`src/rtl/if_stage.sv`:
```
// rtl/if_stage.sv - instruction fetch stage with IF/ID register and one-entry skid buffer
module if_stage #(
  parameter int          INST_W   = 19,
  parameter int          PC_W     = 8,
  parameter int unsigned RESET_PC = 0
) (
  input  logic              clk,
  input  logic              rst_n,
  input  logic              is_stall,
  input  logic              branch_taken,
  input  logic [PC_W-1:0]   branch_target,
  output logic              imem_req,
  output logic [PC_W-1:0]   imem_addr,
  input  logic              imem_ready,
  input  logic [INST_W-1:0] imem_rdata,
  output logic [INST_W-1:0] if_inst,
  output logic [PC_W-1:0]   if_pc,
  output logic [PC_W-1:0]   if_pc_plus1,
  output logic              if_valid
);

  typedef enum logic [1:0] {BOOT, FETCH, DISCARD} state_t;

  state_t              state;
  logic [PC_W-1:0]     pc;
  logic [PC_W-1:0]     pending_target;
  logic [INST_W-1:0]   skid;
  logic [PC_W-1:0]     skid_pc;
  logic                skid_valid;

  assign imem_req    = ((state == FETCH) && !skid_valid) || (state == DISCARD);
  assign imem_addr   = pc;
  assign if_pc_plus1 = if_pc + PC_W'(1);

  always_ff @(posedge clk or negedge rst_n) begin
    if (!rst_n) begin
      state          <= BOOT;
      pc             <= PC_W'(RESET_PC);
      pending_target <= '0;
      skid           <= '0;
      skid_pc        <= '0;
      skid_valid     <= 1'b0;
      if_inst        <= '0;
      if_pc          <= '0;
      if_valid       <= 1'b0;
    end else begin
      case (state)
        BOOT: state <= FETCH;

        FETCH: begin
          if (branch_taken) begin
            // Redirect beats stall and skid; a still-outstanding request must be drained first.
            if_inst    <= '0;
            if_valid   <= 1'b0;
            skid_valid <= 1'b0;
            if (imem_req && !imem_ready) begin
              pending_target <= branch_target;
              state          <= DISCARD;
            end else begin
              pc <= branch_target;
            end
          end else if (skid_valid) begin
            if (!is_stall) begin
              if_inst    <= skid;
              if_pc      <= skid_pc;
              if_valid   <= 1'b1;
              skid_valid <= 1'b0;
            end
          end else if (imem_ready) begin
            pc <= pc + PC_W'(1);
            if (is_stall) begin
              skid       <= imem_rdata;
              skid_pc    <= pc;
              skid_valid <= 1'b1;
            end else begin
              if_inst  <= imem_rdata;
              if_pc    <= pc;
              if_valid <= 1'b1;
            end
          end else if (!is_stall) begin
            // Nothing returned: insert a bubble, keeping if_inst zero when invalid.
            if_inst  <= '0;
            if_valid <= 1'b0;
          end
        end

        DISCARD: begin
          if_inst  <= '0;
          if_valid <= 1'b0;
          if (branch_taken) pending_target <= branch_target;
          if (imem_ready) begin
            pc    <= branch_taken ? branch_target : pending_target;
            state <= FETCH;
          end
        end

        default: state <= BOOT;
      endcase
    end
  end

endmodule

```
`config.mk`:
```
export PLATFORM = sky130hd
export DESIGN_NAME = if_stage
export DESIGN_NICKNAME = d
export VERILOG_FILES = /design/src/rtl/if_stage.sv
export SDC_FILE = /design/constraint.sdc
export NUM_CORES = 1
export LEC_CHECK = 0
export ABC_AREA = 1
export CAP_MARGIN = 20
export CORE_MARGIN = 3
export CORE_UTILIZATION = 30
export DETAILED_ROUTE_END_ITERATION = 8
export SLEW_MARGIN = 20
export SYNTH_ARGS = -nofsm -noshare
export SYNTH_HDL_FRONTEND = slang
export SYNTH_SLANG_ARGS = --single-unit
```
`constraint.sdc`:
```
create_clock -name clk -period 2.2 [get_ports clk]
set_input_delay 0.66 -clock clk [delete_from_list [all_inputs] [get_ports clk]]
set_output_delay 0.66 -clock clk [all_outputs]
set_load 0.02 [all_outputs]
```
==> flow_summary.ini, run 1 <==
[timing]
grt_setup_unrepaired = yes
fin_hold_ws_ns = 0.2947
max_freq_mhz = 468.3
period_share_pct = 97.07
layout_min_cycle_time_ns = 2.136
fin_skew_ns = 0.006422
worst_slew_pin_slew_ns = 0.5007
setup_tns_ns = 0
slew_violations = 0
setup_violations = 0
finalHoldViolCount = 0
slew_headroom_pct = 66.62

[cells_and_area]
area_delta_synth_final_pct = 41.34
layout-drive-gt1-share_pct = 21.08
antennaDiodeCount = 0
fin_nets = 531
fillers = 1139

[drt]
routed_wl_mm = 8.487
detail_route.vias_per_cell = 4.598
vias = 2947
drt_pass1_iterations = 4
antenna_left = 0
drc = 0
wl_per_cell_um = 13.24
drt_iter0_markers = 125

[grt]
use_met3_pct = 2.368
grt_pass1_wl_mm = 14.26
grt_start_max_net_pins = 39
top_usage_layer = met2
grt_pass1_vias = 2991
grt_use_total_pct = 13.37
antenna_found_initial = 0
gr-usage-met2_pct = 22.03
met1_usage_pct = 17.98
overflow = 0

[die]
num_io_pins = 77
core-area_um2 = 11560
die_w_um = 115.4
num_rows = 39
dieHeight_um = 115.4
start_util_pct = 31.04
die_area_um2 = 13310

[logic_synthesis]
syn_inst = 383
synth_top_cell_by_area = dfrtp_1
synth_area_leaders = dfrtp_1 52%, nand2_1 8.2%, o21ai_0 6.3%, mux2_2 5.3%, a22oi_1 4.2%
yosysSeqAreaShare_pct = 51.59
ys_ff_latch = 74
synth_area_um2 = 3590
synthDistinctLibCells = 33
yosys_warnings = 0
synth.top_cell.area_share_pct = 51.59
synthesis.nets = 421
syn_avg_cell_area_um2 = 9.373

[place]
port_buffers = 76
hpwlAfterDp_mm = 6.191
gp_congestion = 0.7859

[worst_setup_path]
cp-end-kind = output pin
crit_required_ns = 1.54
setup.worst_path.start = if_pc[1]$_DFFE_PN0P_
crit_path_end = if_pc_plus1[6]
critPathKind = reg -> out
arrival_ns = 1.48
crit_path_start_kind = flip-flop
cp_max_fo = 3
reg2reg_slack_ns = 0.46
ff2ff_path_depth = 7
reg2reg_from = state[1]$_DFFE_PN0P_
r2r-end = skid[18]$_DFFE_PN0P_

[clock_network]
cts_num_sinks = 74
h-tree-depth = 3
cts_root_buf = clkbuf_16
clkTransAtPathRegs_ns = 0.06
clk_latency_ns = 0.33
cts_tree = yes
ctsHoldBuffers = 0
cts_buffers = 9
clockBufferDepth = 2

[pwr]
ir_drop_uv = 486.2
power.leakage_uw = 0.002368
powerDensity_nw_per_um2 = 1428
power_uw = 7243

[flow_run]
cap_violations = 0

[hold_path]
hold_class = in -> async

[run_status]
status = completed
-- synth_stat cells --
cell	number
nand2_1	78
dfrtp_1	74
o21ai_0	45
inv_1	33
nor2_1	31
a22oi_1	20
mux2_2	17
nand3_1	9
a21oi_1	6
ha_1	6
o211ai_1	6
o21ai_1	6
xor2_1	6
clkbuf_1	5
buf_6	4
nand2_2	4
a31oi_1	3
buf_2	3
inv_2	3
mux2_4	3
nor2_4	3
nor3_1	3
a21oi_2	2
buf_4	2
nand2_4	2
o21ai_2	2
clkbuf_2	1
inv_4	1
nand3_2	1
nand4_1	1
nor3_4	1
o21bai_1	1
o221ai_1	1
-- repair_timing --
| item | CTS | global route |
|---|---|---|
| resized for setup | 22 | 11 |
| endpoints found under the setup margin | 9 | 6 |
| setup buffers | 0 | 2 |
| endpoints found under the hold margin | 0 | 0 |
| pin swaps | 0 | 4 |
-- power by group --
part	leakage [uW]	internal [uW]	switching [uW]
clock	0.000160	1000	578
combinational	0.00128	1560	1830
sequential	0.000929	1930	342
total	0.00237	4490	2750
-- cell usage in the layout, fill, tap and decap left out, types with 4 or more instances in the layout --
cell type / count
nand2_1: 78
dfrtp_1: 74
clkdlybuf4s50_1: 65
o21ai_0: 45
buf_4: 36
inv_1: 33
nor2_1: 31
a22oi_1: 20
mux2_2: 17
clkbuf_16: 9
nand3_1: 8
xor2_1: 6
o21ai_1: 6
o211ai_1: 6
a21oi_1: 6
ha_1: 5
nand2_2: 4
buf_12: 4
-- layer usage --
metal / up-vias / share of wire, %
met5: - / 0
met4: 0 / 1.2
met3: 8 / 3.4
met2: 52 / 48
met1: 1393 / 47
li1: 1494 / -
-- worst min-delay path by stage --
stage | from | end | slack [ns] | depth (start not counted)
final | rst_n | if_inst[10]$_DFFE_PN0P_ | 0.29 | 1
after floorplan | rst_n | if_inst[0]$_DFFE_PN0P_ | 0.36 | 0
after global routing | rst_n | if_inst[10]$_DFFE_PN0P_ | 0.32 | 1
after detailed placement | pending_target[5]$_DFFE_PN0P_ | pending_target[5]$_DFFE_PN0P_ | 0.47 | 2
after global placement | pending_target[5]$_DFFE_PN0P_ | pending_target[5]$_DFFE_PN0P_ | 0.47 | 2
after CTS | rst_n | if_inst[10]$_DFFE_PN0P_ | 0.30 | 1
-- critical path: stages, from the launching register on --
cell and delay (ns):
dfrtp_1 0.37, ha_2 0.19, nand3_2 0.07, nor3_2 0.19
xor2_1 0.16, buf_4 0.16
-- sequential cells by signal (all words and copies together) (netlist names) --
| signal | cells |
|---|---|
| if_valid | 1 |
| skid | 19 |
| state | 2 |
| pending_target | 8 |
| skid_valid | 1 |
| if_inst | 19 |
| imem_addr | 8 |
| if_pc | 8 |
| skid_pc | 8 |
-- final cells by class --
class | count | area (um^2) | share of cell area [%]
Clock buffer | 9 | 225.2 | 4.439
Clock inverter | 7 | 100.1 | 1.973
Inverter | 37 | 141.4 | 2.787
Multi-Input combinational cell | 257 | 1515 | 29.86
Sequential cell | 74 | 1852 | 36.50
Tap cell | 143 | 178.9 | 3.527
Timing Repair Buffer | 114 | 1061 | 20.91
-- through the flow --
step	cell area, um^2	setup slack [ns]	util (%)	std cells
global route	5074	-0.02989	43.87	641
global placement	4748	-0.03772	41.06	623
detailed placement	4748	-0.07645	41.06	623
floorplan	3590	0.1772	-	383
CTS	5064	0.009965	43.78	639
finish	5074	0.06441	43.87	641
-- kinds of logic after synthesis --
kind of cell | count (synthesis) | synth area share (%)
muxes | 20 | 6.587
buffers and inverters | 52 | 6.692
DFF | 74 | 51.59
AOI/OAI and AO/OA | 92 | 15.34
xor gates and xnor gates | 6 | 1.464
adders and majority gates | 6 | 2.091
and+or+nand+nor | 133 | 16.24
Note: power is estimated with default switching activity, not from simulation.
==> inputs of run 2 (changes only) <==
--- a/config.mk
+++ b/config.mk
@@ -10,7 +10,7 @@
 export CORE_MARGIN = 3
 export CORE_UTILIZATION = 30
 export DETAILED_ROUTE_END_ITERATION = 8
-export SLEW_MARGIN = 20
+export SLEW_MARGIN = 30
 export SYNTH_ARGS = -nofsm -noshare
 export SYNTH_HDL_FRONTEND = slang
 export SYNTH_SLANG_ARGS = --single-unit
==> results of run 2 <==
Final layout, timing and power as in run 1 (identical DEF).
